===== src/rtl/zigzag_encryption.sv =====
// rtl/zigzag_encryption.sv - rail-fence encryption engine; buffers plaintext, emits it in rail order then the token
// Optional sticky overflow flag ovf_o when ZIGZAG_ENC_OVF_EN is defined.
module zigzag_encryption #(
    parameter int                 D_WIDTH         = 8,
    parameter int                 KEY_WIDTH       = 8,
    parameter int                 MAX_NOF_CHARS   = 50,
    parameter logic [D_WIDTH-1:0] START_ENC_TOKEN = 8'hFA
) (
    input  logic                 clk_sys,
    input  logic                 rst,
    input  logic [D_WIDTH-1:0]   data_i,
    input  logic                 valid_i,
    input  logic [KEY_WIDTH-1:0] key,
    output logic                 busy,
    output logic [D_WIDTH-1:0]   data_o,
    output logic                 valid_o
`ifdef ZIGZAG_ENC_OVF_EN
    ,
    output logic                 ovf_o
`endif
);

    localparam int IW = $clog2(2 * MAX_NOF_CHARS) + 1;
    localparam int CW = $clog2(MAX_NOF_CHARS + 1);
    localparam int AW = (MAX_NOF_CHARS > 1) ? $clog2(MAX_NOF_CHARS) : 1;
    localparam logic [CW-1:0] MAX_CNT = CW'(MAX_NOF_CHARS);

    typedef enum logic [1:0] {COLLECT, EMIT, TOKEN} state_t;

    state_t              state, state_nxt;
    logic [D_WIDTH-1:0]  mem [MAX_NOF_CHARS];
    logic [CW-1:0]       cnt;
    logic [IW-1:0]       k_q, rail, idx;
    logic                phase, fin;

    logic                tok_hit, byte_hit;
    logic [IW-1:0]       k_new, kc, w_rail, w_idx, n_items, p_len;
    logic [IW-1:0]       s_a, s_b, s0, s1, step, cand;
    logic [IW-1:0]       n_rail, n_idx;
    logic                w_phase, n_phase, n_done;

    assign tok_hit  = valid_i && (data_i == START_ENC_TOKEN);
    assign byte_hit = valid_i && (data_i != START_ENC_TOKEN);

    always_comb begin
        if (key == '0)
            k_new = IW'(1);
        else if (32'(key) > 32'(MAX_NOF_CHARS))
            k_new = IW'(MAX_NOF_CHARS);
        else
            k_new = IW'(key);
    end

    // On the token cycle index 0 is emitted directly, so the walker starts
    // from rail 0 / index 0 with the freshly clamped key.
    always_comb begin
        kc      = (state == COLLECT) ? k_new : k_q;
        w_rail  = (state == COLLECT) ? '0 : rail;
        w_idx   = (state == COLLECT) ? '0 : idx;
        w_phase = (state == COLLECT) ? 1'b0 : phase;
        n_items = IW'(cnt);
        p_len   = (kc - IW'(1)) << 1;
        s_b     = w_rail << 1;
        s_a     = p_len - s_b;
        s0      = w_phase ? s_b : s_a;
        s1      = w_phase ? s_a : s_b;
        step    = (kc == IW'(1)) ? IW'(1) : ((s0 != '0) ? s0 : s1);
        cand    = w_idx + step;
        if (cand < n_items) begin
            n_rail  = w_rail;
            n_idx   = cand;
            n_phase = ~w_phase;
            n_done  = 1'b0;
        end else begin
            n_rail  = w_rail + IW'(1);
            n_idx   = w_rail + IW'(1);
            n_phase = 1'b0;
            n_done  = (n_rail >= kc) || (n_rail >= n_items);
        end
    end

    always_comb begin
        state_nxt = state;
        case (state)
            COLLECT: if (tok_hit) state_nxt = (cnt == '0) ? TOKEN : EMIT;
            EMIT:    if (fin) state_nxt = TOKEN;
            TOKEN:   state_nxt = COLLECT;
            default: state_nxt = COLLECT;
        endcase
    end

    always_ff @(posedge clk_sys) begin
        if (rst)
            state <= COLLECT;
        else
            state <= state_nxt;
    end

    always_ff @(posedge clk_sys) begin
        if (state == COLLECT && byte_hit && cnt < MAX_CNT)
            mem[cnt[AW-1:0]] <= data_i;
    end

    // Outputs are registered on the same edge that changes state, so busy
    // and valid_o cover exactly the N+1 output cycles.
    always_ff @(posedge clk_sys) begin
        if (rst) begin
            data_o  <= '0;
            valid_o <= 1'b0;
            busy    <= 1'b0;
            cnt     <= '0;
            k_q     <= IW'(1);
            rail    <= '0;
            idx     <= '0;
            phase   <= 1'b0;
            fin     <= 1'b0;
`ifdef ZIGZAG_ENC_OVF_EN
            ovf_o   <= 1'b0;
`endif
        end else begin
            case (state)
                COLLECT: begin
                    valid_o <= 1'b0;
                    busy    <= 1'b0;
                    if (tok_hit) begin
                        k_q     <= k_new;
                        rail    <= n_rail;
                        idx     <= n_idx;
                        phase   <= n_phase;
                        fin     <= n_done;
                        valid_o <= 1'b1;
                        busy    <= 1'b1;
                        data_o  <= (cnt == '0) ? START_ENC_TOKEN : mem[0];
                    end else if (byte_hit && cnt < MAX_CNT) begin
                        cnt <= cnt + CW'(1);
                    end
`ifdef ZIGZAG_ENC_OVF_EN
                    else if (byte_hit) begin
                        ovf_o <= 1'b1;
                    end
`endif
                end
                EMIT: begin
                    valid_o <= 1'b1;
                    busy    <= 1'b1;
                    if (fin) begin
                        data_o <= START_ENC_TOKEN;
                    end else begin
                        data_o <= mem[idx[AW-1:0]];
                        rail   <= n_rail;
                        idx    <= n_idx;
                        phase  <= n_phase;
                        fin    <= n_done;
                    end
                end
                TOKEN: begin
                    valid_o <= 1'b0;
                    busy    <= 1'b0;
                    cnt     <= '0;
`ifdef ZIGZAG_ENC_OVF_EN
                    ovf_o   <= 1'b0;
`endif
                end
                default: begin
                    valid_o <= 1'b0;
                    busy    <= 1'b0;
                end
            endcase
        end
    end

endmodule

===== config.mk =====
export PLATFORM = sky130hd
export DESIGN_NAME = zigzag_encryption
export DESIGN_NICKNAME = d
export VERILOG_FILES = /design/src/rtl/zigzag_encryption.sv
export SDC_FILE = /design/constraint.sdc
export NUM_CORES = 1
export LEC_CHECK = 0
export ABC_AREA = 1
export CAP_MARGIN = 15
export CORE_ASPECT_RATIO = 0.7
export CORE_MARGIN = 2
export CORE_UTILIZATION = 45
export CTS_CLUSTER_DIAMETER = 120
export CTS_CLUSTER_SIZE = 14
export DETAILED_ROUTE_END_ITERATION = 8
export SLEW_MARGIN = 20
export SYNTH_ARGS = -nofsm -noshare
export SYNTH_HDL_FRONTEND = slang
export SYNTH_SLANG_ARGS = --single-unit

===== constraint.sdc =====
create_clock -name clk_sys -period 13.95 [get_ports clk_sys]
set_input_delay 3.4875 -clock clk_sys [delete_from_list [all_inputs] [get_ports clk_sys]]
set_output_delay 3.4875 -clock clk_sys [all_outputs]
set_load 0.005 [all_outputs]

# Yosys cells after proc, flatten, opt, wreduce, memory -nomap -nowiden
# Memories as Yosys holds them, arrays and structs flattened. A register that Yosys moved wholly into a read port is not among the register bits.
# Cells that the tools add are included.
# classes
n_addsub,5
order_cmp,5
n_eq_ne,10
muxes,43
bitwise_logic,1
n_reduce_logical,17
# op_table
op,n
8-bit 2-to-1 mux,18
8-bit one-hot mux with 2 select lines,3
6-bit 2-to-1 mux,4
6-bit one-hot mux with 2 select lines,1
1-bit 2-to-1 mux,10
"8-bit by 1-bit adder with 8-bit output, second input constant",1
8-bit adder,1
"8-bit by 1-bit equality test with 1-bit output, second input constant",1
"8-bit equality test, second input constant",1
8-bit by 6-bit >= comparator with 1-bit output,1
8-bit >= comparator,1
"8-bit by 6-bit > comparator with 1-bit output, second input constant",1
8-bit zero test,1
8-bit by 6-bit < comparator with 1-bit output,1
"2-bit inequality test, second input constant",4
"8-bit inequality test, second input constant",1
8-bit nonzero test,1
8-bit subtractor,1
"7-bit by 1-bit subtractor with 7-bit output, second input constant",1
"6-bit by 1-bit adder with 6-bit output, second input constant",1
6-bit zero test,1
"6-bit < comparator, second input constant",1
2-bit 2-to-1 mux,3
1-bit one-hot mux with 2 select lines,3
other kinds (11),19
# totals
ff_bits,43
ramBits,400
inputBits,19
output_inout_bits,10
wordCells,91
n_memories,1
# memory_table
name,depth,width,read_ports,rd_ports_with_merged_regs,wr,line_no,source
mem,50,8,2,1,1,31,logic [D_WIDTH-1:0] mem [MAX_NOF_CHARS];

# Depth between registers and ports, before layout
# Gate-level depths: netlist of run 1.
# depth
word_depth,17
mapped_depth,45
depth_no_buf,45

# Least setup slack after synthesis of run 1
# Ideal clock, no wire load.
# synth_timing
kind,in2reg
startpoint,in key[1]
endpoint,reg (tool-made name)
setup_ns,0.059
arrival_time_ns,8.605
t_required_ns,13.891
setup_slack_ns,5.286
path_stages,43
n_path_buf,1
cell_sequence,nand2_1 -> nand2_1 -> nand2_1 -> nand2_1 -> inv_1 -> a32o_1 -> or2_2 -> o21ai_0 -> ha_1 -> nand3_1 -> nor2_1 -> xor2_1 -> ha_1 -> nand2_1 -> inv_1 -> nand4_1 -> nand3_1 -> nand2_1 -> (+7 left out) -> inv_1 -> o21ai_0 -> a21oi_1 -> nor2_1 -> inv_1 -> fa_1 -> o21ai_1 -> xor2_1 -> inv_1 -> ha_1 -> a21boi_0 -> o21a_1 -> nor3_2 -> buf_2 -> nand4_1 -> nand3_1 -> nand2_1 -> inv_1
# synth_lines
item,line_no,source
start: declaration,13,"input logic [KEY_WIDTH-1:0] key,"

==> flow_summary.html, run 1 <==
<table>
<tr><th>Metric</th><th>Value</th></tr>
<tr><th colspan="2">Setup path</th></tr>
<tr><td>Top cell family by delay on the critical path</td><td>simple AND/OR/NAND/NOR gates</td></tr>
<tr><td>Crit path DAT</td><td>between 10 and 15 ns</td></tr>
<tr><td>Required time reported for the critical path endpoint</td><td>roughly 14 ns</td></tr>
<tr><td>Crit end category</td><td>flop</td></tr>
<tr><td>Largest fanout of any net on the critical path</td><td>16</td></tr>
<tr><td>Startpoint kind of the worst setup timing path</td><td>input port</td></tr>
<tr><td>Crit-path slowest cell</td><td>sky130_fd_sc_hd__nor3_2</td></tr>
<tr><td>Critical Path Max Stage Delay</td><td>0.76 ns</td></tr>
<tr><td>Category of the critical setup timing path</td><td>in2reg</td></tr>
<tr><td>Most used cell along the critical path</td><td>sky130_fd_sc_hd__nand2_1</td></tr>
<tr><td>CP bufs+invs</td><td>8</td></tr>
<tr><th colspan="2">Synthesis</th></tr>
<tr><td>Flip-flop and latch count after synthesis</td><td>around 450</td></tr>
<tr><td>Synthesis Warnings</td><td>0</td></tr>
<tr><td>Cell with the most instances after synthesis</td><td>sky130_fd_sc_hd__edfxtp_1</td></tr>
<tr><td>Leading register cell type out of synthesis</td><td>sky130_fd_sc_hd__edfxtp_1</td></tr>
<tr><td>Post-Syn Area</td><td>between 15000 and 20000 um^2</td></tr>
<tr><td>Number of enable-type register cells in the synthesized netlist</td><td>400</td></tr>
<tr><td>Post-synthesis instance total</td><td>approximately 1.8k</td></tr>
<tr><td>Top cells by instance count after synthesis</td><td>400 x sky130_fd_sc_hd__edfxtp_1, 323 x sky130_fd_sc_hd__nor2_1, 261 x sky130_fd_sc_hd__o21ai_0, 160 x sky130_fd_sc_hd__nand2_1, 116 x sky130_fd_sc_hd__inv_1</td></tr>
<tr><td>Number of unique standard cell types used by synthesis</td><td>46</td></tr>
<tr><td>Post-synth net total</td><td>1859</td></tr>
<tr><td>Sequential fraction of the synthesis area</td><td>between 60 and 70%</td></tr>
<tr><td>Top post-synthesis cells by area</td><td>sky130_fd_sc_hd__edfxtp_1 61%, sky130_fd_sc_hd__o21ai_0 6.6%, sky130_fd_sc_hd__nor2_1 6.2%</td></tr>
<tr><td>Proportion of netlist area held by the largest area contributor</td><td>about three fifths</td></tr>
<tr><td>Fraction of synthesis flops using an asynchronous set or reset pin</td><td>0%</td></tr>
<tr><td>Average cell area after synthesis</td><td>about 11 um^2</td></tr>
<tr><td>Cell type contributing the most total cell area after synthesis</td><td>sky130_fd_sc_hd__edfxtp_1</td></tr>
<tr><th colspan="2">Power</th></tr>
<tr><td>Sequential share of power</td><td>around three fifths</td></tr>
<tr><td>Total chip power</td><td>about 2.5 mW</td></tr>
<tr><td>Internal Dissipation</td><td>around 2.0 mW</td></tr>
<tr><td>Share of power burned in combinational logic</td><td>between 3 and 4%</td></tr>
<tr><td>Proportion of power drawn by the clock network</td><td>between 30% and 40%</td></tr>
<tr><td>Worst voltage drop across the vdd grid</td><td>around 0.056 mV</td></tr>
<tr><td>Switching power</td><td>approximately 530 uW</td></tr>
<tr><td>Sw Share</td><td>a little over a fifth</td></tr>
<tr><td>Power density of the placed cells</td><td>117.8 nW/um^2</td></tr>
<tr><td>Cell leakage power</td><td>around 7.4 nW</td></tr>
<tr><th colspan="2">Route</th></tr>
<tr><td>Antenna violation net count after detailed routing</td><td>0</td></tr>
<tr><td>Routed length per instance</td><td>22.03 um</td></tr>
<tr><td>Total Routed Length</td><td>roughly 53000 um</td></tr>
<tr><td>Vias per Instance</td><td>around 5.7</td></tr>
<tr><td>DR iter-0 viols</td><td>between 1.5k and 2k</td></tr>
<tr><td>Total DRC errors in the routed layout</td><td>0</td></tr>
<tr><td>Drt first pass iters</td><td>6</td></tr>
<tr><td>Vias post-DR</td><td>about 14k</td></tr>
<tr><th colspan="2">Timing</th></tr>
<tr><td>Period Utilization, post-route</td><td>about 71%</td></tr>
<tr><td>Clock tree skew after final layout</td><td>0.02471 ns</td></tr>
<tr><td>Final hold vios</td><td>0</td></tr>
<tr><td>Worst slew margin relative to its limit</td><td>about a third</td></tr>
<tr><td>Slew at the pin closest to its max-slew limit</td><td>slightly above 1 ns</td></tr>
<tr><td>FMAX</td><td>101.2 MHz</td></tr>
<tr><td>Number of slew-limit violations in the final report</td><td>0</td></tr>
<tr><td>Accumulated negative setup slack</td><td>0 ns</td></tr>
<tr><td>Final setup vio count</td><td>0</td></tr>
<tr><td>Time the final worst path needs with I/O delays and setup</td><td>~10 ns</td></tr>
<tr><td>RSZ-0062 raised after global routing</td><td>no</td></tr>
<tr><th colspan="2">Floorplan</th></tr>
<tr><td>Die width</td><td>254.1 um</td></tr>
<tr><td>Io pins</td><td>29</td></tr>
<tr><td>Die Span Y</td><td>between 150 and 200 um</td></tr>
<tr><td>Core Region</td><td>around 43000 um^2</td></tr>
<tr><td>Num rows</td><td>64</td></tr>
<tr><td>Initial cell density of the core</td><td>45.32%</td></tr>
<tr><td>Total Die Area</td><td>45510 um^2</td></tr>
<tr><th colspan="2">CTS</th></tr>
<tr><td>CTS HTree Levels</td><td>2</td></tr>
<tr><td>Clock network latency to the later pin of the worst-skew pair</td><td>about 0.54 ns</td></tr>
<tr><td>Post-cts hold buffer count</td><td>0</td></tr>
<tr><td>Sink Count</td><td>around 450</td></tr>
<tr><td>CTS tree</td><td>yes</td></tr>
<tr><td>Clock slew seen by the registers of the worst setup and hold paths</td><td>0.07 ns</td></tr>
<tr><td>Cts repair resizes</td><td>0</td></tr>
<tr><td>CTS root buffer</td><td>sky130_fd_sc_hd__clkbuf_16</td></tr>
<tr><td>Inserted Clock Buffers</td><td>38</td></tr>
<tr><td>Clock buffer depth</td><td>3</td></tr>
<tr><td>Post-CTS Setup Repair Bufs</td><td>0</td></tr>
<tr><th colspan="2">Global routing</th></tr>
<tr><td>First-pass GRT wire length</td><td>80170 um</td></tr>
<tr><td>Maximum number of pins on one net before global-route repair</td><td>between 80 and 90</td></tr>
<tr><td>Vias in the first global route</td><td>~13k</td></tr>
<tr><td>Antenna violations before repair</td><td>1</td></tr>
<tr><td>Gr ovfl total</td><td>0</td></tr>
<tr><td>All-Layer GR Usage</td><td>23.58%</td></tr>
<tr><th colspan="2">Cells and area</th></tr>
<tr><td>Post-route cell area</td><td>21430 um^2</td></tr>
<tr><td>Share of layout cells above drive strength 1</td><td>slightly below 6%</td></tr>
<tr><td>Number of nets in the finished design</td><td>1845</td></tr>
<tr><td>Number of inserted diodes</td><td>0</td></tr>
<tr><td>Layout Cells excl Fill</td><td>between 2k and 2.5k</td></tr>
<tr><td>P&amp;R area growth vs syn</td><td>8.768%</td></tr>
<tr><th colspan="2">Place</th></tr>
<tr><td>Routability Congestion</td><td>0.8846</td></tr>
<tr><td>Count of input and output buffers</td><td>28</td></tr>
<tr><td>Number of placed instances with taps included</td><td>approximately 2.3k</td></tr>
<tr><td>Half-perimeter wire length of the detailed placement result</td><td>approximately 32000 um</td></tr>
<tr><td>Area of placed instances</td><td>about 20000 um^2</td></tr>
<tr><th colspan="2">Job</th></tr>
<tr><td>Number of maximum-capacitance violations</td><td>0</td></tr>
<tr><th colspan="2">Status</th></tr>
<tr><td>Run status</td><td>complete, no violations</td></tr>
<tr><th colspan="2">Hold path</th></tr>
<tr><td>Path category of the worst min-delay check</td><td>reg2reg</td></tr>
</table>
[logic make-up after synthesis]
kind of cell / count (synthesis) / synth area share [%]
simple gates: 614 / 13.19
compound gates: 461 / 13.13
flops: 449 / 65.93
buf+inv: 222 / 4.457
fa+ha+maj: 38 / 2.489
xor+xnor: 18 / 0.8000
[metrics by stage]
stage               utilization [%]  hold slack [ns]  setup WS [ns]
floorplan                         -           0.4236          5.286
global placement              46.95           0.4452          3.809
detailed placement            46.95           0.4492          3.578
CTS                           49.30           0.4602          4.133
global route                  49.30           0.4935          3.338
finish                        49.30           0.4584          4.066
[power groups by stage]
stage | clock network [mW] | registers (mW) | logic (mW)
2_1_floorplan | 0 | 1.50 | 0.0463
3_3_place_gp | 0 | 1.50 | 0.0880
3_5_place_dp | 0 | 1.50 | 0.0898
4_1_cts | 0.980 | 1.47 | 0.0899
5_1_grt | 1.03 | 1.47 | 0.101
6_report | 0.966 | 1.47 | 0.0903
[area by class of cell]
type                    count  area (um^2)
clock buffers              44        994.7
clock inverters             2        25.02
fillers                  3856        22050
inverters                 122        461.7
multi-input cells        1131         5836
flip-flops and latches    449        13000
well taps                 594        743.2
repair buffers             46        375.4
[cell usage in the layout, fill, tap and decap left out, types with 2 or more instances in the layout]
master and count:
sky130_fd_sc_hd__a211oi_1 6, sky130_fd_sc_hd__a21boi_0 3, sky130_fd_sc_hd__a21o_1 2, sky130_fd_sc_hd__a21oi_1 53
sky130_fd_sc_hd__a31oi_1 4, sky130_fd_sc_hd__buf_2 8, sky130_fd_sc_hd__buf_4 18, sky130_fd_sc_hd__clkbuf_1 5
sky130_fd_sc_hd__clkbuf_16 39, sky130_fd_sc_hd__clkdlybuf4s50_1 20, sky130_fd_sc_hd__clkinv_1 2, sky130_fd_sc_hd__dfxtp_1 46
sky130_fd_sc_hd__dfxtp_2 2, sky130_fd_sc_hd__edfxtp_1 400, sky130_fd_sc_hd__fa_1 2, sky130_fd_sc_hd__ha_1 36
sky130_fd_sc_hd__inv_1 114, sky130_fd_sc_hd__inv_2 4, sky130_fd_sc_hd__nand2_1 160, sky130_fd_sc_hd__nand2_2 14
sky130_fd_sc_hd__nand3_1 72, sky130_fd_sc_hd__nand3_4 2, sky130_fd_sc_hd__nand4_1 23, sky130_fd_sc_hd__nor2_1 323
sky130_fd_sc_hd__nor2_2 4, sky130_fd_sc_hd__nor2_4 2, sky130_fd_sc_hd__nor3_1 5, sky130_fd_sc_hd__nor3_2 2
sky130_fd_sc_hd__o211ai_1 9, sky130_fd_sc_hd__o21a_1 6, sky130_fd_sc_hd__o21ai_0 261, sky130_fd_sc_hd__o21ai_1 2
sky130_fd_sc_hd__o221ai_1 19, sky130_fd_sc_hd__o22ai_1 87, sky130_fd_sc_hd__o311ai_0 2, sky130_fd_sc_hd__o31ai_1 4
sky130_fd_sc_hd__or2_2 2, sky130_fd_sc_hd__xnor2_1 4, sky130_fd_sc_hd__xor2_1 14
[worst min-delay path, stage by stage (launching register included)]
cell,delay [ns]
sky130_fd_sc_hd__dfxtp_1,0.31
sky130_fd_sc_hd__nand3_1,0.07
sky130_fd_sc_hd__inv_1,0.04
[registers in the layout, indices dropped and copies added, names as in the netlist, named ones only]
signal   flops
data_o       8
valid_o      1
state        2
rail         8
phase        1
fin          1
k_q          8
mem        400
cnt          6
idx          8
[worst paths after layout]
check / from / end / slack, ns / cells after the start
worst max-delay path: key[5] / flop / 4.07 / 41
worst min-delay path: k_q[7] / k_q[7] / 0.46 / 2
worst max register to register: state[0] / flop / 6.76 / 36
worst min register to register: k_q[7] / k_q[7] / 0.46 / 2
[per-layer routing]
metal	share of wire, %	wire, um	global-route usage [%]
met5	0	0	0
met2	41	21800	33.45
met1	48	25210	37.05
met4	1.4	749	4.706
met3	9.2	4838	4.893
(Power assumes the default switching activity.)
==> run 2, diff against run 1 <==
Clock period 13.95 ns to 8.7 ns, I/O delays scaled along.
==> flow_summary.html, run 2 (synthesis gave the netlist of run 1 again) <==
<table>
<tr><th>Metric</th><th>Value</th></tr>
<tr><th colspan="2">Cells and area</th></tr>
<tr><td>Combined flip-flop and latch cell area</td><td>around 13000 um^2</td></tr>
<tr><td>Commonest non-fill, non-tap cell in the layout</td><td>sky130_fd_sc_hd__edfxtp_1</td></tr>
<tr><td>Number of inserted diodes</td><td>0</td></tr>
<tr><td>Share of layout cells above drive strength 1</td><td>under 10%</td></tr>
<tr><td>Layout Cells excl Fill</td><td>2397</td></tr>
<tr><td>Area occupied by multi-input gates</td><td>a little under 6000 um^2</td></tr>
<tr><td>Flip-flop count of the largest register, all copies and words added</td><td>400</td></tr>
<tr><td>Most used cells in the layout excluding fill and tap cells</td><td>400 x sky130_fd_sc_hd__edfxtp_1, 323 x sky130_fd_sc_hd__nor2_1, 261 x sky130_fd_sc_hd__o21ai_0</td></tr>
<tr><td>P&amp;R area growth vs syn</td><td>9.086%</td></tr>
<tr><td>Utilization after layout</td><td>between 40% and 50%</td></tr>
<tr><td>FILL cells</td><td>3914</td></tr>
<tr><td>Number of nets in the finished design</td><td>roughly 1.8k</td></tr>
<tr><td>Post-route cell area</td><td>around 21000 um^2</td></tr>
<tr><th colspan="2">Floorplan</th></tr>
<tr><td>Die width</td><td>between 200 and 300 um</td></tr>
<tr><td>Io pins</td><td>29</td></tr>
<tr><td>Total Die Area</td><td>45510 um^2</td></tr>
<tr><td>Core Region</td><td>between 40000 and 50000 um^2</td></tr>
<tr><td>Initial cell density of the core</td><td>a little under half</td></tr>
<tr><td>Num rows</td><td>64</td></tr>
<tr><td>Die Span Y</td><td>179.1 um</td></tr>
<tr><th colspan="2">Setup path</th></tr>
<tr><td>Largest fanout of any net on the critical path</td><td>15</td></tr>
<tr><td>Critical Path Max Stage Delay</td><td>0.52 ns</td></tr>
<tr><td>Worst r2r src</td><td>state[1]</td></tr>
<tr><td>Crit path from</td><td>key[5]</td></tr>
<tr><td>Crit path DAT</td><td>8.44 ns</td></tr>
<tr><td>Crit end category</td><td>flop</td></tr>
<tr><td>Startpoint kind of the worst setup timing path</td><td>input port</td></tr>
<tr><td>Category of the critical setup timing path</td><td>in2reg</td></tr>
<tr><td>CP bufs+invs</td><td>9</td></tr>
<tr><td>Required time reported for the critical path endpoint</td><td>a little over 9 ns</td></tr>
<tr><td>Most used cell along the critical path</td><td>sky130_fd_sc_hd__nand2_1</td></tr>
<tr><td>Crit-path slowest cell</td><td>sky130_fd_sc_hd__clkdlybuf4s50_1</td></tr>
<tr><td>Top cell family by delay on the critical path</td><td>simple AND/OR/NAND/NOR gates</td></tr>
<tr><th colspan="2">Place</th></tr>
<tr><td>Area of placed instances</td><td>between 20000 and 25000 um^2</td></tr>
<tr><td>Count of input and output buffers</td><td>28</td></tr>
<tr><td>Worst Setup Slack post-DPL</td><td>0.2704 ns</td></tr>
<tr><td>Number of placed instances with taps included</td><td>about 2.3k</td></tr>
<tr><td>Routability Congestion</td><td>between 0.8 and 0.9</td></tr>
<tr><td>Half-perimeter wire length of the detailed placement result</td><td>between 30000 and 40000 um</td></tr>
<tr><th colspan="2">Power</th></tr>
<tr><td>Share of power burned in combinational logic</td><td>3.6%</td></tr>
<tr><td>Sw Share</td><td>21.36%</td></tr>
<tr><td>Cell leakage power</td><td>between 7 and 8 nW</td></tr>
<tr><td>Worst voltage drop across the vdd grid</td><td>between 0.1 and 0.15 mV</td></tr>
<tr><td>Power density of the placed cells</td><td>around 190 nW/um^2</td></tr>
<tr><td>Switching power</td><td>874.0 uW</td></tr>
<tr><td>Total chip power</td><td>approximately 4.1 mW</td></tr>
<tr><td>Sequential share of power</td><td>about 58%</td></tr>
<tr><td>Internal Dissipation</td><td>3.217 mW</td></tr>
<tr><td>Proportion of power drawn by the clock network</td><td>38.8%</td></tr>
<tr><th colspan="2">Global routing</th></tr>
<tr><td>Antenna violations before repair</td><td>1</td></tr>
<tr><td>Vias in the first global route</td><td>12.70k</td></tr>
<tr><td>All-Layer GR Usage</td><td>a little under a quarter</td></tr>
<tr><td>First-pass GRT wire length</td><td>between 70000 and 80000 um</td></tr>
<tr><td>Maximum number of pins on one net before global-route repair</td><td>between 150 and 200</td></tr>
<tr><td>Gr ovfl total</td><td>0</td></tr>
<tr><th colspan="2">Timing</th></tr>
<tr><td>Final setup vio count</td><td>0</td></tr>
<tr><td>FMAX</td><td>between 100 and 150 MHz</td></tr>
<tr><td>Period Utilization, post-route</td><td>91.52%</td></tr>
<tr><td>RSZ-0062 raised after global routing</td><td>no</td></tr>
<tr><td>Accumulated negative setup slack</td><td>0 ns</td></tr>
<tr><td>Worst slew margin relative to its limit</td><td>a little over a third</td></tr>
<tr><td>Clock tree skew after final layout</td><td>approximately 0.029 ns</td></tr>
<tr><td>Hold Slack</td><td>around 0.47 ns</td></tr>
<tr><td>Number of slew-limit violations in the final report</td><td>0</td></tr>
<tr><td>Final hold vios</td><td>0</td></tr>
<tr><td>Time the final worst path needs with I/O delays and setup</td><td>around 8 ns</td></tr>
<tr><td>Post-route setup slack</td><td>roughly 0.74 ns</td></tr>
<tr><td>Slew at the pin closest to its max-slew limit</td><td>0.9770 ns</td></tr>
<tr><th colspan="2">CTS</th></tr>
<tr><td>Clock network latency to the later pin of the worst-skew pair</td><td>0.56 ns</td></tr>
<tr><td>CTS root buffer</td><td>sky130_fd_sc_hd__clkbuf_16</td></tr>
<tr><td>Clock buffer depth</td><td>3</td></tr>
<tr><td>Inserted Clock Buffers</td><td>38</td></tr>
<tr><td>CTS HTree Levels</td><td>2</td></tr>
<tr><td>Sink Count</td><td>449</td></tr>
<tr><td>Clock slew seen by the registers of the worst setup and hold paths</td><td>approximately 0.07 ns</td></tr>
<tr><td>Cts repair resizes</td><td>0</td></tr>
<tr><td>Post-cts hold buffer count</td><td>0</td></tr>
<tr><td>CTS tree</td><td>yes</td></tr>
<tr><td>Post-CTS Setup Repair Bufs</td><td>0</td></tr>
<tr><th colspan="2">Status</th></tr>
<tr><td>Run status</td><td>complete, no violations</td></tr>
<tr><th colspan="2">Hold path</th></tr>
<tr><td>Path category of the worst min-delay check</td><td>reg2reg</td></tr>
<tr><td>Critical hold path startpoint</td><td>k_q[6]</td></tr>
<tr><th colspan="2">Route</th></tr>
<tr><td>Vias post-DR</td><td>about 14k</td></tr>
<tr><td>Total DRC errors in the routed layout</td><td>0</td></tr>
<tr><td>Routed length per instance</td><td>21.80 um</td></tr>
<tr><td>Total Routed Length</td><td>between 50000 and 60000 um</td></tr>
<tr><td>Antenna violation net count after detailed routing</td><td>0</td></tr>
<tr><td>DR iter-0 viols</td><td>roughly 1.5k</td></tr>
<tr><td>Drt first pass iters</td><td>6</td></tr>
<tr><td>Vias per Instance</td><td>5.683</td></tr>
<tr><th colspan="2">Job</th></tr>
<tr><td>Number of maximum-capacitance violations</td><td>0</td></tr>
</table>
[run 2: cell count changes in the layout (fill, tap and decap cells not counted), sizes merged]
cell / previous run / this run
clkbuf: 44 / 52
inv: 120 / 121
[run 2: final timing paths]
kind                                to  cells after the start  slack (ns)
worst max-delay path              flop                     41        0.74
worst min-delay path            k_q[6]                      2        0.47
worst max register to register    flop                     36        2.14
worst min register to register  k_q[6]                      2        0.47
[run 2: tightest hold or removal path: cells and delay by family, from the launching register on]
family | cells | cell delay [ns]
flops | 1 | 0.32
simple gates | 1 | 0.07
buf+inv | 1 | 0.04
[run 2: area by class of cell]
| type | count | area share (%) |
|---|---|---|
| flip-flops and latches | 449 | 60.47 |
| multi-input cells | 1131 | 27.15 |
| clock buffers | 52 | 4.767 |
| well taps | 594 | 3.457 |
| inverters | 122 | 2.148 |
| repair buffers | 46 | 1.804 |
| clock inverters | 3 | 0.2095 |
[run 2: power groups by stage]
stage	registers, mW	logic [mW]	clock network (mW)
2_1_floorplan	2.40	0.0743	0
3_3_place_gp	2.40	0.142	0
3_5_place_dp	2.40	0.145	0
4_1_cts	2.36	0.146	1.61
5_1_grt	2.35	0.163	1.69
6_report	2.36	0.147	1.59
[run 2: metal layers]
| metal | vias to the layer above | share of wire (%) | global-route usage, % |
|---|---|---|---|
| li1 | 6396 | - | - |
| met1 | 6600 | 48 | 36.51 |
| met2 | 544 | 41 | 32.59 |
| met3 | 83 | 8.8 | 5.662 |
| met4 | 0 | 2.1 | 5.637 |
| met5 | - | 0 | 0 |
==> run 3, diff against run 2 <==
==> constraint.sdc (replaced) <==
create_clock -name clk_sys -period 8.7 [get_ports clk_sys]
set_input_delay 1.74 -clock clk_sys [delete_from_list [all_inputs] [get_ports clk_sys]]
set_output_delay 1.74 -clock clk_sys [all_outputs]
set_load 0.005 [all_outputs]
==> flow_summary.html, run 3 (synthesis gave the netlist of run 1 again) <==
<table>
<tr><th>Metric</th><th>Value</th></tr>
<tr><th colspan="2">Route</th></tr>
<tr><td>Detailed route wirelength on metal2</td><td>21230 um</td></tr>
<tr><td>Vias post-DR</td><td>between 10k and 15k</td></tr>
<tr><td>Routed length per instance</td><td>around 22 um</td></tr>
<tr><td>Top layer reached by signal wires</td><td>met5</td></tr>
<tr><td>Vias per Instance</td><td>5.736</td></tr>
<tr><td>Met3 Wirelength</td><td>roughly 4400 um</td></tr>
<tr><td>Total DRC errors in the routed layout</td><td>0</td></tr>
<tr><td>Routed metal-1 wirelength</td><td>25210 um</td></tr>
<tr><td>Total Routed Length</td><td>52030 um</td></tr>
<tr><td>Drt first pass iters</td><td>5</td></tr>
<tr><td>Antenna violation net count after detailed routing</td><td>0</td></tr>
<tr><td>DR iter-0 viols</td><td>between 1k and 1.5k</td></tr>
<tr><th colspan="2">Cells and area</th></tr>
<tr><td>Most used cells in the layout excluding fill and tap cells</td><td>400 x sky130_fd_sc_hd__edfxtp_1, 323 x sky130_fd_sc_hd__nor2_1, 261 x sky130_fd_sc_hd__o21ai_0</td></tr>
<tr><td>Number of nets in the finished design</td><td>1845</td></tr>
<tr><td>FILL cells</td><td>between 3k and 4k</td></tr>
<tr><td>Share of layout cells above drive strength 1</td><td>under 10%</td></tr>
<tr><td>Flip-flop count of the largest register, all copies and words added</td><td>400</td></tr>
<tr><td>Commonest non-fill, non-tap cell in the layout</td><td>sky130_fd_sc_hd__edfxtp_1</td></tr>
<tr><td>P&amp;R area growth vs syn</td><td>9.124%</td></tr>
<tr><td>Number of inserted diodes</td><td>0</td></tr>
<tr><td>Post-route cell area</td><td>~22000 um^2</td></tr>
<tr><td>Layout Cells excl Fill</td><td>roughly 2.4k</td></tr>
<tr><th colspan="2">CTS</th></tr>
<tr><td>Clock buffer depth</td><td>3</td></tr>
<tr><td>Post-cts hold buffer count</td><td>0</td></tr>
<tr><td>Sink Count</td><td>approximately 450</td></tr>
<tr><td>Post-CTS Setup Repair Bufs</td><td>0</td></tr>
<tr><td>Clock network latency to the later pin of the worst-skew pair</td><td>between 0.5 and 0.6 ns</td></tr>
<tr><td>Clock slew seen by the registers of the worst setup and hold paths</td><td>about 0.07 ns</td></tr>
<tr><td>CTS root buffer</td><td>sky130_fd_sc_hd__clkbuf_16</td></tr>
<tr><td>Cts repair resizes</td><td>0</td></tr>
<tr><td>Inserted Clock Buffers</td><td>38</td></tr>
<tr><td>CTS HTree Levels</td><td>2</td></tr>
<tr><td>CTS tree</td><td>yes</td></tr>
<tr><th colspan="2">Setup path</th></tr>
<tr><td>Crit-path slowest cell</td><td>sky130_fd_sc_hd__clkdlybuf4s50_1</td></tr>
<tr><td>Required time reported for the critical path endpoint</td><td>9.18 ns</td></tr>
<tr><td>Crit path DAT</td><td>8.07 ns</td></tr>
<tr><td>Category of the critical setup timing path</td><td>in2reg</td></tr>
<tr><td>Worst r2r src</td><td>state[0]</td></tr>
<tr><td>Critical Path Max Stage Delay</td><td>~0.53 ns</td></tr>
<tr><td>Register-to-Register Setup Slack</td><td>about 2.1 ns</td></tr>
<tr><td>Most used cell along the critical path</td><td>sky130_fd_sc_hd__nand2_1</td></tr>
<tr><td>Largest fanout of any net on the critical path</td><td>15</td></tr>
<tr><td>Crit end category</td><td>flop</td></tr>
<tr><td>Register-to-Register Path Depth</td><td>39</td></tr>
<tr><td>Startpoint kind of the worst setup timing path</td><td>input port</td></tr>
<tr><th colspan="2">Place</th></tr>
<tr><td>Area of placed instances</td><td>between 20000 and 25000 um^2</td></tr>
<tr><td>Count of input and output buffers</td><td>28</td></tr>
<tr><td>Worst Setup Slack post-DPL</td><td>approximately 0.65 ns</td></tr>
<tr><td>Number of placed instances with taps included</td><td>between 2k and 2.5k</td></tr>
<tr><td>Half-perimeter wire length of the detailed placement result</td><td>~32000 um</td></tr>
<tr><td>Routability Congestion</td><td>between 0.8 and 0.9</td></tr>
<tr><th colspan="2">Floorplan</th></tr>
<tr><td>Die Span Y</td><td>179.1 um</td></tr>
<tr><td>Io pins</td><td>29</td></tr>
<tr><td>Num rows</td><td>64</td></tr>
<tr><td>Die width</td><td>between 200 and 300 um</td></tr>
<tr><td>Total Die Area</td><td>around 46000 um^2</td></tr>
<tr><td>Core Region</td><td>between 40000 and 50000 um^2</td></tr>
<tr><td>Initial cell density of the core</td><td>approximately 45%</td></tr>
<tr><th colspan="2">Job</th></tr>
<tr><td>Number of maximum-capacitance violations</td><td>0</td></tr>
<tr><th colspan="2">Timing</th></tr>
<tr><td>Final hold vios</td><td>0</td></tr>
<tr><td>Final setup vio count</td><td>0</td></tr>
<tr><td>FMAX</td><td>131.7 MHz</td></tr>
<tr><td>Time the final worst path needs with I/O delays and setup</td><td>between 7 and 8 ns</td></tr>
<tr><td>Number of slew-limit violations in the final report</td><td>0</td></tr>
<tr><td>Period Utilization, post-route</td><td>87.25%</td></tr>
<tr><td>Worst slew margin relative to its limit</td><td>between 30% and 40%</td></tr>
<tr><td>Slew at the pin closest to its max-slew limit</td><td>about 0.97 ns</td></tr>
<tr><td>RSZ-0062 raised after global routing</td><td>no</td></tr>
<tr><td>Hold Slack</td><td>between 0.4 and 0.5 ns</td></tr>
<tr><td>Accumulated negative setup slack</td><td>0 ns</td></tr>
<tr><td>Post-route setup slack</td><td>1.109 ns</td></tr>
<tr><td>Clock tree skew after final layout</td><td>approximately 0.024 ns</td></tr>
<tr><th colspan="2">Power</th></tr>
<tr><td>Cell leakage power</td><td>7.462 nW</td></tr>
<tr><td>Worst voltage drop across the vdd grid</td><td>approximately 0.12 mV</td></tr>
<tr><td>Power density of the placed cells</td><td>around 190 nW/um^2</td></tr>
<tr><th colspan="2">Global routing</th></tr>
<tr><td>All-Layer GR Usage</td><td>23.31%</td></tr>
<tr><td>First-pass GRT wire length</td><td>79600 um</td></tr>
<tr><td>Gr ovfl total</td><td>0</td></tr>
<tr><td>Maximum number of pins on one net before global-route repair</td><td>153</td></tr>
<tr><td>Antenna violations before repair</td><td>1</td></tr>
<tr><td>Vias in the first global route</td><td>~13k</td></tr>
<tr><th colspan="2">Hold path</th></tr>
<tr><td>Worst hold path endpoint</td><td>k_q[6]</td></tr>
<tr><td>Path category of the worst min-delay check</td><td>reg2reg</td></tr>
<tr><td>Critical hold path startpoint</td><td>k_q[6]</td></tr>
<tr><td>Number of cells on the worst hold path</td><td>2</td></tr>
<tr><th colspan="2">Status</th></tr>
<tr><td>Run status</td><td>complete, no violations</td></tr>
</table>
==> run 3: power breakdown <==
part           switching, mW  internal (mW)
Clock                  0.752          0.826
Sequential           0.00434           2.35
Combinational          0.105         0.0404
Total                  0.861           3.22
==> run 3: how the worst max path moves through the flow <==
stage | startpoint | slack [ns] | endpoint
CTS | key[5] | 1.21 | idx[5]
finish | key[5] | 1.11 | flop
floorplan | key[1] | 1.78 | flop
global route | key[5] | 0.44 | flop
global placement | key[5] | 0.94 | flop
detailed placement | key[5] | 0.65 | flop
==> run 3: critical path, delay by kind of cell <==
kind,cells,cell delay [ns]
AND/OR/NAND/NOR,20,2.26
AO/OA/AOI/OAI,7,1.07
XOR/XNOR,2,0.27
adder cells (fa/ha/maj),4,1.28
buffers and inverters,11,1.44
==> run 3: area by class of cell <==
cell class	instances	area [um^2]	share of cell area [%]
sequential	449	13000	60.45
multi-input combinational	1131	5836	27.14
clock buffer	53	1028	4.783
tap	594	743.2	3.456
inverter	122	461.7	2.147
timing repair buffer	46	387.9	1.804
clock inverter	3	48.80	0.2269
==> run 3: routing by layer <==
layer,vias up,global-route usage (%)
li1,6409,-
met4,4,6.029
met3,79,4.689
met2,529,32.53
met1,6735,36.54
met5,-,0.9890
==> run 3: metrics by stage <==
step           util, %  total power [mW]
2_1_floorplan        -             2.476
3_3_place_gp     46.98             2.545
3_5_place_dp     46.98             2.547
4_1_cts          49.46             4.099
5_1_grt          49.46             4.201
6_report         49.46             4.078
